--- src/rtl/fetch_pkg.sv ---
// fetch_pkg: jump-control encodings and counter-width helper for the fetch stage
package fetch_pkg;
    localparam logic [1:0] J_NONE = 2'b00;
    localparam logic [1:0] J_JUMP = 2'b01;
    localparam logic [1:0] J_JR   = 2'b10;
    function automatic int cnt_w(input int depth);
        return $clog2(depth + 1);
    endfunction
endpackage

--- src/rtl/fetch_fifo.sv ---
// fetch_fifo: synchronous FIFO with flush, push, pop and occupancy count
module fetch_fifo
    import fetch_pkg::*;
#(
    parameter int WIDTH = 32,
    parameter int DEPTH = 4,
    localparam int CW = cnt_w(DEPTH)
) (
    input  logic             clk,
    input  logic             rst_n,
    input  logic             flush,
    input  logic             push,
    input  logic             pop,
    input  logic [WIDTH-1:0] wdata,
    output logic [WIDTH-1:0] rdata,
    output logic [CW-1:0]    count
);
    localparam int AW = $clog2(DEPTH);
    logic [WIDTH-1:0] mem [DEPTH];
    logic [AW-1:0]    wp, rp;
    assign rdata = mem[rp];
    always_ff @(posedge clk or negedge rst_n) begin
        if (!rst_n) begin
            wp    <= '0;
            rp    <= '0;
            count <= '0;
            for (int i = 0; i < DEPTH; i++) mem[i] <= '0;
        end else if (flush) begin
            wp    <= '0;
            rp    <= '0;
            count <= '0;
        end else begin
            if (push) begin
                mem[wp] <= wdata;
                wp      <= wp + AW'(1);
            end
            if (pop) rp <= rp + AW'(1);
            count <= count + CW'(push) - CW'(pop);
        end
    end
endmodule

--- src/rtl/fetch_prefetch.sv ---
// fetch_prefetch: instruction fetch with prefetch queue, credit-limited requests and redirect flush
module fetch_prefetch
    import fetch_pkg::*;
#(
    parameter int                ADDR_W   = 32,
    parameter int                DATA_W   = 32,
    parameter int                DEPTH    = 4,
    parameter logic [ADDR_W-1:0] RESET_PC = '0
) (
    input  logic              i_clk,
    input  logic              i_nrst,
    input  logic              i_con_b,
    input  logic [1:0]        i_con_j,
    input  logic [ADDR_W-1:0] i_addr_b,
    input  logic [ADDR_W-1:0] i_addr_j,
    input  logic [ADDR_W-1:0] i_addr_jr,
    output logic              o_req_valid,
    output logic [ADDR_W-1:0] o_req_addr,
    input  logic              i_req_ready,
    input  logic              i_rsp_valid,
    input  logic [DATA_W-1:0] i_rsp_data,
    output logic              o_valid,
    output logic [DATA_W-1:0] o_data_instr,
    output logic [ADDR_W-1:0] o_addr_pc4,
    input  logic              i_ready
);
    localparam int CW = cnt_w(DEPTH);
    logic [ADDR_W-1:0] pc, target, tag;
    logic [CW-1:0]     count, outst, drop;
    logic [CW:0]       credit;
    logic              run, redirect, acc, pop, q_push;
    assign redirect    = (i_con_j == J_JR) || (i_con_j == J_JUMP) || i_con_b;
    assign target      = (i_con_j == J_JR) ? i_addr_jr : (i_con_j == J_JUMP) ? i_addr_j : i_addr_b;
    assign credit      = {1'b0, count} + {1'b0, outst};
    assign o_req_valid = run & ~redirect & (credit < (CW+1)'(DEPTH));
    assign o_req_addr  = pc;
    assign acc         = o_req_valid & i_req_ready;
    assign o_valid     = count != '0;
    assign pop         = o_valid & i_ready;
    assign q_push      = i_rsp_valid & (drop == '0) & ~redirect;
    always_ff @(posedge i_clk or negedge i_nrst) begin
        if (!i_nrst) begin
            pc   <= RESET_PC;
            run  <= 1'b0;
            drop <= '0;
        end else begin
            run  <= 1'b1;
            pc   <= redirect ? target : acc ? pc + ADDR_W'(4) : pc;
            drop <= redirect ? outst - CW'(i_rsp_valid) : drop - CW'(i_rsp_valid && drop != '0);
        end
    end
    fetch_fifo #(.WIDTH(ADDR_W + DATA_W), .DEPTH(DEPTH)) u_queue (
        .clk   (i_clk),
        .rst_n (i_nrst),
        .flush (redirect),
        .push  (q_push),
        .pop   (pop),
        .wdata ({tag, i_rsp_data}),
        .rdata ({o_addr_pc4, o_data_instr}),
        .count (count)
    );
    fetch_fifo #(.WIDTH(ADDR_W), .DEPTH(DEPTH)) u_tags (
        .clk   (i_clk),
        .rst_n (i_nrst),
        .flush (1'b0),
        .push  (acc),
        .pop   (i_rsp_valid),
        .wdata (pc + ADDR_W'(4)),
        .rdata (tag),
        .count (outst)
    );
endmodule

--- config.mk ---
export PLATFORM = sky130hd
export DESIGN_NAME = fetch_prefetch
export DESIGN_NICKNAME = d
export VERILOG_FILES = /design/src/rtl/fetch_pkg.sv /design/src/rtl/fetch_fifo.sv /design/src/rtl/fetch_prefetch.sv
export SDC_FILE = /design/constraint.sdc
export NUM_CORES = 1
export LEC_CHECK = 0
export CORE_MARGIN = 2
export CORE_UTILIZATION = 40
export DETAILED_ROUTE_END_ITERATION = 8
export GPL_TIMING_DRIVEN = 0
export PLACE_DENSITY_LB_ADDON = 0.25
export SETUP_SLACK_MARGIN = 0.4
export SLEW_MARGIN = 5
export SYNTH_ARGS = -nofsm -noshare
export SYNTH_HDL_FRONTEND = slang
export SYNTH_HIERARCHICAL = 1
export SYNTH_SLANG_ARGS = --single-unit
--- constraint.sdc ---
create_clock -name i_clk -period 2.7 [get_ports i_clk]
set_input_delay 0.405 -clock i_clk [delete_from_list [all_inputs] [get_ports i_clk]]
set_output_delay 0.405 -clock i_clk [all_outputs]
set_load 0.005 [all_outputs]
==> results of run 1 <==
-- registers in the layout (all words and copies together) (netlist names) --
register       cells
drop               3
o_req_addr        32
run                1
u_queue/count      3
u_queue/mem      256
u_queue/rp         2
u_queue/wp         2
u_tags/count       3
u_tags/mem       128
u_tags/rp          2
u_tags/wp          2
-- routing by layer --
metal  routed length, µm  vias to the layer above  part of all wire
li1                    -                     5805                 -
met1               23900                     6682              0.45
met2               25600                      341              0.48
met3                2850                       74             0.053
met4                1200                        2             0.022
met5                  13                        -           0.00024
-- repair_timing --
item / 4_1_cts / 5_1_grt
buffers inserted: 60 / 12
resized for setup: 387 / 100
endpoints found under the setup margin: 473 / 209
hold endpoints to repair: 80 / 80
pin swaps: 9 / 6
gates cloned: 15 / 1
-- stage by stage --
stage / cells / instance area [µm²] / hold slack [ps] / total power (µW) / worst slack [ps]
6_report: 2491 / 28700 / -188 / 18500 / 34.6
3_3_place_gp: 2312 / 25200 / 472 / 11300 / -17460
2_1_floorplan: 1383 / 22000 / 109 / 9680 / 54.9
3_5_place_dp: 2316 / 25300 / 433 / 11400 / -834
4_1_cts: 2478 / 28200 / -184 / 18600 / 51.0
5_1_grt: 2491 / 28700 / -155 / 19300 / -45.2
-- worst paths after layout --
check / to
hold reg to reg: u_queue/mem[38]$_DFFE_PN0P_
setup / recovery: u_tags/mem[54]$_DFFE_PN0P_
min in group i_clk: o_req_addr[17]$_DFFE_PN0P_
max in group asynchronous: u_tags/mem[17]$_DFFE_PN0P_
hold / removal: u_queue/mem[213]$_DFFE_PN0P_
setup reg to reg: u_tags/mem[54]$_DFFE_PN0P_
-- kinds of logic after synthesis --
family / share of synthesized area
buf+inv: 0.0399
fa+ha+maj: 0.0138
compound gates: 0.0204
flops: 0.497
xor+xnor: 0.0265
other cells: 0.000343
mux: 0.359
simple gates: 0.0431
-- where the power goes --
part | leakage, µW | internal (µW) | switching, µW | total (µW)
clock network | 0.000850 | 4460 | 2700 | 7160
logic | 0.00740 | 2230 | 1510 | 3740
registers | 0.00590 | 7140 | 467 | 7600
total | 0.0141 | 13800 | 4680 | 18500
-- final cells by class --
class / count / share of cell area
plain buffers: 95 / 0.0376
inverters: 19 / 0.00310
multi-input cells: 835 / 0.366
repair buffers: 325 / 0.124
clock buffers: 68 / 0.0487
flip-flops and latches: 434 / 0.379
well taps: 696 / 0.0303
clock inverters: 19 / 0.0115
-- cell usage in the layout (no fill, tap or decap), drive strengths merged, types with 2 or more instances in the layout --
| master | synthesis | routed |
|---|---|---|
| nor2 | 54 | 54 |
| a21bo | 2 | 2 |
| mux2i | 36 | 36 |
| and3 | 11 | 11 |
| nand3b | 10 | 10 |
| nor2b | 4 | 4 |
| buf | 71 | 227 |
| xnor2 | 35 | 35 |
| a21oi | 31 | 31 |
| nand4 | 10 | 10 |
| xor2 | 26 | 26 |
| a211oi | 30 | 30 |
| and4 | 4 | 4 |
| and2 | 6 | 6 |
| mux2 | 384 | 384 |
| mux4 | 96 | 96 |
| nand3 | 14 | 14 |
| or3 | 3 | 3 |
| xnor3 | 2 | 2 |
| clkdlybuf4s50 | 0 | 164 |
| clkbuf | 24 | 95 |
| ha | 21 | 21 |
| fa | 2 | 2 |
| nor3 | 12 | 12 |
| bufinv | 0 | 9 |
| a31oi | 3 | 3 |
| nand2 | 21 | 21 |
| inv | 19 | 21 |
| dfrtp | 434 | 434 |
| conb | 2 | 3 |
| clkinv | 0 | 7 |
| nor4 | 7 | 7 |
| o21ai | 4 | 4 |
==> metrics.csv, run 1 <==
metric,value,unit
status,finished with violations,
failed_checks,hold timing,
synth_ff_type,dfrtp_1,
critical_path_class,flip-flop to flip-flop,
regArea,10900,µm²
worst_pin_slew,828,ps
drc,0,
fin_util,0.532,
initial_utilization,0.406,
clk_latency,570,ps
critPathArrivalTime,3120,ps
via_per_inst,5.18,
pin_count,234,
layout-drive-gt1-share,0.475,
htreeDepth,2,
io_buffers,233,
ff2ff_setup_slack,30,ps
crit_family,buffers and inverters,
yosysSeqAreaShare,0.497,
r2r_start,u_queue/count[2]$_DFF_PN0_,
yosys-top-cells-area,"dfrtp_1 (50%), mux2_4 (19%), mux4_2 (9.9%)",
rsz0062_at_grt,yes,
crit_chain,ha_4 -> nor4b_4 -> nand3_2 -> clkbuf_16 -> nor2_4 -> buf_8 -> buf_8 -> buf_6 -> nand3b_4 -> buf_6 -> buf_6 -> buf_12 -> mux2_4,
ys.warnings.count,6,
cts_buffers,49,
cts.sinks,434,
synth_edf_count,0,
setup_viol,0,
dp.final_hpwl,35400,µm
power_density,645,nW/µm²
fp.coreArea,53900,µm²
grt.total_usage,0.190,
firstDrtPassIters,5,
crit_start,u_queue/count[2]$_DFF_PN0_,
p_leak,0.0141,µW
cp_max_fo,5,
syn_inst,1382,
fmaxAchievable,0.375,GHz
dr_total_vias,12904,
die_w,238,µm
syn_avg_cell_area,15.8,µm²
area_growth,31.2,%
grt_max_degree,122,
slew_headroom,0.448,
irDropWorstVdd,387,µV
drt_wl_total,53500,µm
cts_buffer_depth,3,
die-area,56600,µm²
ff2ff_path_depth,13,
clk_pin_slew_worst_paths,60,ps
post-route-min-period,2670,ps
slew_violations,0,
multi_input_area,10500,µm²
tns,0,ps
gp_congestion,0.838,
min_path_type,input port to asynchronous set/reset pin,
use_met1,0.255,
nets,1918,
ant_nets,0,
synth_cell_types,48,
yosysTopAreaCellShare,0.497,
yosysMostFrequentCell,dfrtp_1,
cp_num_cells,13,
first_iter_violations,583,
grt_overflow,0,
yosys-top-cells-count,"dfrtp_1 (434), mux2_4 (270), mux2_2 (112), mux4_2 (96), nor2_1 (54)",
cp-start-kind,flip-flop,
cp-end-kind,flip-flop,
die-height,238,µm
cpMaxStageDelayCell,dfrtp_1,
path_common_cell,buf_6,
async_reset_ff_frac,1.00,
critPathRequiredTime,3160,ps
grtUsageMet3,0.0352,
grt_pass1_vias,13990,
syn_area,21900,µm²
crit_buf_inv,7,
grt_pass1_wl,83400,µm
n_fill_cell,4478,
avgRoutedWirePerCell,21.5,µm
clockRootBuffer,clkbuf_16,
grt-busiest-layer,met2,
period_share,0.987,
skew,13.5,ps
max_stage_delay,410,ps
hold_violations,80,
synth-seq-cells,434,
maxCapViolCount,0,
diodes,0,
worst_hold_slack,-188,ps
grt_use_met2,0.315,
antenna_found_initial,1,
synth_top_cell_by_area,dfrtp_1,
rows,85,
tritoncts,yes,
(Power assumes the default switching activity.)
==> run 2, diff against run 1 <==
--- a/config.mk
+++ b/config.mk
@@ -9,7 +9,7 @@
 export CORE_UTILIZATION = 40
 export DETAILED_ROUTE_END_ITERATION = 8
 export GPL_TIMING_DRIVEN = 0
-export PLACE_DENSITY_LB_ADDON = 0.25
+export PLACE_DENSITY = 0.67
 export SETUP_SLACK_MARGIN = 0.4
 export SLEW_MARGIN = 5
 export SYNTH_ARGS = -nofsm -noshare
==> metrics.csv, run 2 (synthesis results as in run 1) <==
metric,value,unit,change
status,"finished, final reports clean",,
critical_path_class,flip-flop to flip-flop,,
io_buffers,233,,unchanged
grt_overflow,0,,unchanged
tritoncts,yes,,
grt_max_degree,112,,-8.2%
use_met1,0.251,,-0.00356
final_common_cell,dfrtp_1,,
p_total,18100,µW,-2.1%
p_seq_frac,0.420,,+0.009
tns,0,ps,unchanged
area_growth,30.9,%,
cts_buffers,49,,unchanged
drc,0,,unchanged
period_share,0.988,,about the same
irDropWorstVdd,493,µV,+27%
clk_pin_slew_worst_paths,60,ps,about the same
fp.coreArea,53900,µm²,unchanged
antenna_found_initial,1,,unchanged
first_iter_violations,559,,-4.1%
cts_buffer_depth,3,,unchanged
critPathRequiredTime,3190,ps,+30 ps
power.share.clock,0.373,,-0.014
slew_violations,0,,unchanged
die_w,238,µm,unchanged
maxCapViolCount,0,,unchanged
setup_viol,0,,unchanged
cp-start-kind,flip-flop,,
rsz0062_at_grt,yes,,
avgRoutedWirePerCell,21.8,µm,+1.4%
top_register,u_queue/mem,,
nets,1928,,+0.52%
grt_pass1_vias,14220,,+1.6%
die-area,56600,µm²,unchanged
hold_violations,0,,-100%
grt_use_met2,0.318,,+0.00319
n_fill_cell,4370,,-2.4%
cp-end-kind,flip-flop,,
internal_power,13300,µW,-3.7%
critPathArrivalTime,3150,ps,+30 ps
switchingPower,4810,µW,+2.7%
via_per_inst,5.23,,+0.98%
swShare,0.265,,+0.0124
diodes,0,,unchanged
dr_total_vias,13099,,+1.5%
grt_pass1_wl,84100,µm,+0.81%
fmaxAchievable,0.375,GHz,about the same
largest_register_ffs,256,,unchanged
cp_max_fo,6,,+1
pin_count,234,,unchanged
min_path_type,input port to asynchronous set/reset pin,,
p_leak,0.0141,µW,-0.36%
slew_headroom,0.473,,+0.0248
drt_wl_total,54500,µm,+1.9%
clk_latency,600,ps,+30 ps
grtUsageMet3,0.0382,,+0.00301
htreeDepth,2,,unchanged
combPwrFrac,0.207,,+0.005
layout-drive-gt1-share,0.476,,+0.00101
initial_utilization,0.406,,unchanged
ant_nets,0,,unchanged
grt.total_usage,0.191,,+0.000943
cts.sinks,434,,unchanged
layout_common_cells,"dfrtp_1 (432), mux2_4 (282), clkdlybuf4s50_1 (164), buf_6 (108), mux2_2 (102)",,
die-height,238,µm,unchanged
skew,25.5,ps,+12.1 ps
power_density,633,nW/µm²,-1.9%
clockRootBuffer,clkbuf_16,,
grt-busiest-layer,met2,,
post-route-min-period,2670,ps,+2.35 ps
firstDrtPassIters,4,,-1
dp.final_hpwl,35600,µm,+0.48%
worst_pin_slew,791,ps,-37.2 ps
gp_congestion,0.850,,+1.4%
rows,85,,unchanged
-- run 2: cell count changes in the layout (fill, tap and decap cells not counted), moves of 6 or more --
cell	before	now
buf_2	36	30
mux2_4	307	282
mux2_2	77	102
clkbuf_2	7	21
bufinv_16	9	2
-- run 2: final timing paths --
kind	cells after the start	from	slack (ps)	to
setup / recovery	14	u_tags/count[2]$_DFF_PN0_	30	u_tags/mem[26]$_DFFE_PN0P_
hold / removal	2	i_nrst	320	u_queue/mem[208]$_DFFE_PN0P_
setup reg to reg	14	u_tags/count[2]$_DFF_PN0_	30	u_tags/mem[26]$_DFFE_PN0P_
hold reg to reg	1	u_queue/mem[9]$_DFFE_PN0P_	500	u_queue/mem[9]$_DFFE_PN0P_
max in group asynchronous	5	i_nrst	860	u_tags/mem[50]$_DFFE_PN0P_
min in group i_clk	3	i_addr_jr[23]	470	o_req_addr[23]$_DFFE_PN0P_
-- run 2: final cells by class --
type                            instances  area, µm²  share of cell area
Buffer                                 95       1050              0.0367
Clock inverter                         17        196             0.00686
Inverter                               19       88.8             0.00310
Timing Repair Buffer                  335       3680               0.129
Tap cell                              696        871              0.0304
Clock buffer                           73       1470              0.0512
Multi-Input combinational cell        835      10400               0.364
Sequential cell                       434      10900               0.379
-- run 2: metrics by stage --
| stage | instances | util | hold slack, ps | cell area, µm² | setup WS (ps) |
|---|---|---|---|---|---|
| after floorplan | 1383 | - | 109 | 22000 | 54.9 |
| after global placement | 2312 | 0.468 | 470 | 25200 | -17290 |
| after detailed placement | 2316 | 0.470 | 345 | 25300 | -881 |
| after CTS | 2472 | 0.521 | 306 | 28100 | 34.6 |
| after global routing | 2504 | 0.531 | 351 | 28600 | -54.4 |
| final | 2504 | 0.531 | 324 | 28600 | 32.3 |
-- run 2: power groups by stage --
stage / logic [µW] / registers [µW] / clock network (µW)
final: 3750 / 7610 / 6760
after global routing: 4040 / 7690 / 7210
after CTS: 3710 / 7590 / 6920
after detailed placement: 3710 / 7680 / 0
after global placement: 3600 / 7680 / 0
after floorplan: 2130 / 7550 / 0
-- run 2: worst max-delay path: stages (launching register included) --
cell      delay [ps]
dfrtp_1          410
ha_4             260
nor4b_4          270
buf_6            160
nand3_4           80
buf_8            140
nor2_4            80
buf_8            110
buf_8            110
buf_6            100
buf_12            90
nand3b_4         140
buf_4            180
buf_8            130
mux2_4           290
-- run 2: timing repair --
action	CTS	global route
endpoints found under the hold margin	45	0
buffers inserted	53	27
endpoints found under the setup margin	485	234
pin swaps	5	6
hold buffers	1	0
gates cloned	12	5
gates resized for setup	305	123
-- run 2: layer usage --
layer,up-vias,part of all wire
li1,5836,-
met1,6825,0.44
met2,339,0.48
met3,97,0.054
met4,2,0.026
met5,-,0.00015
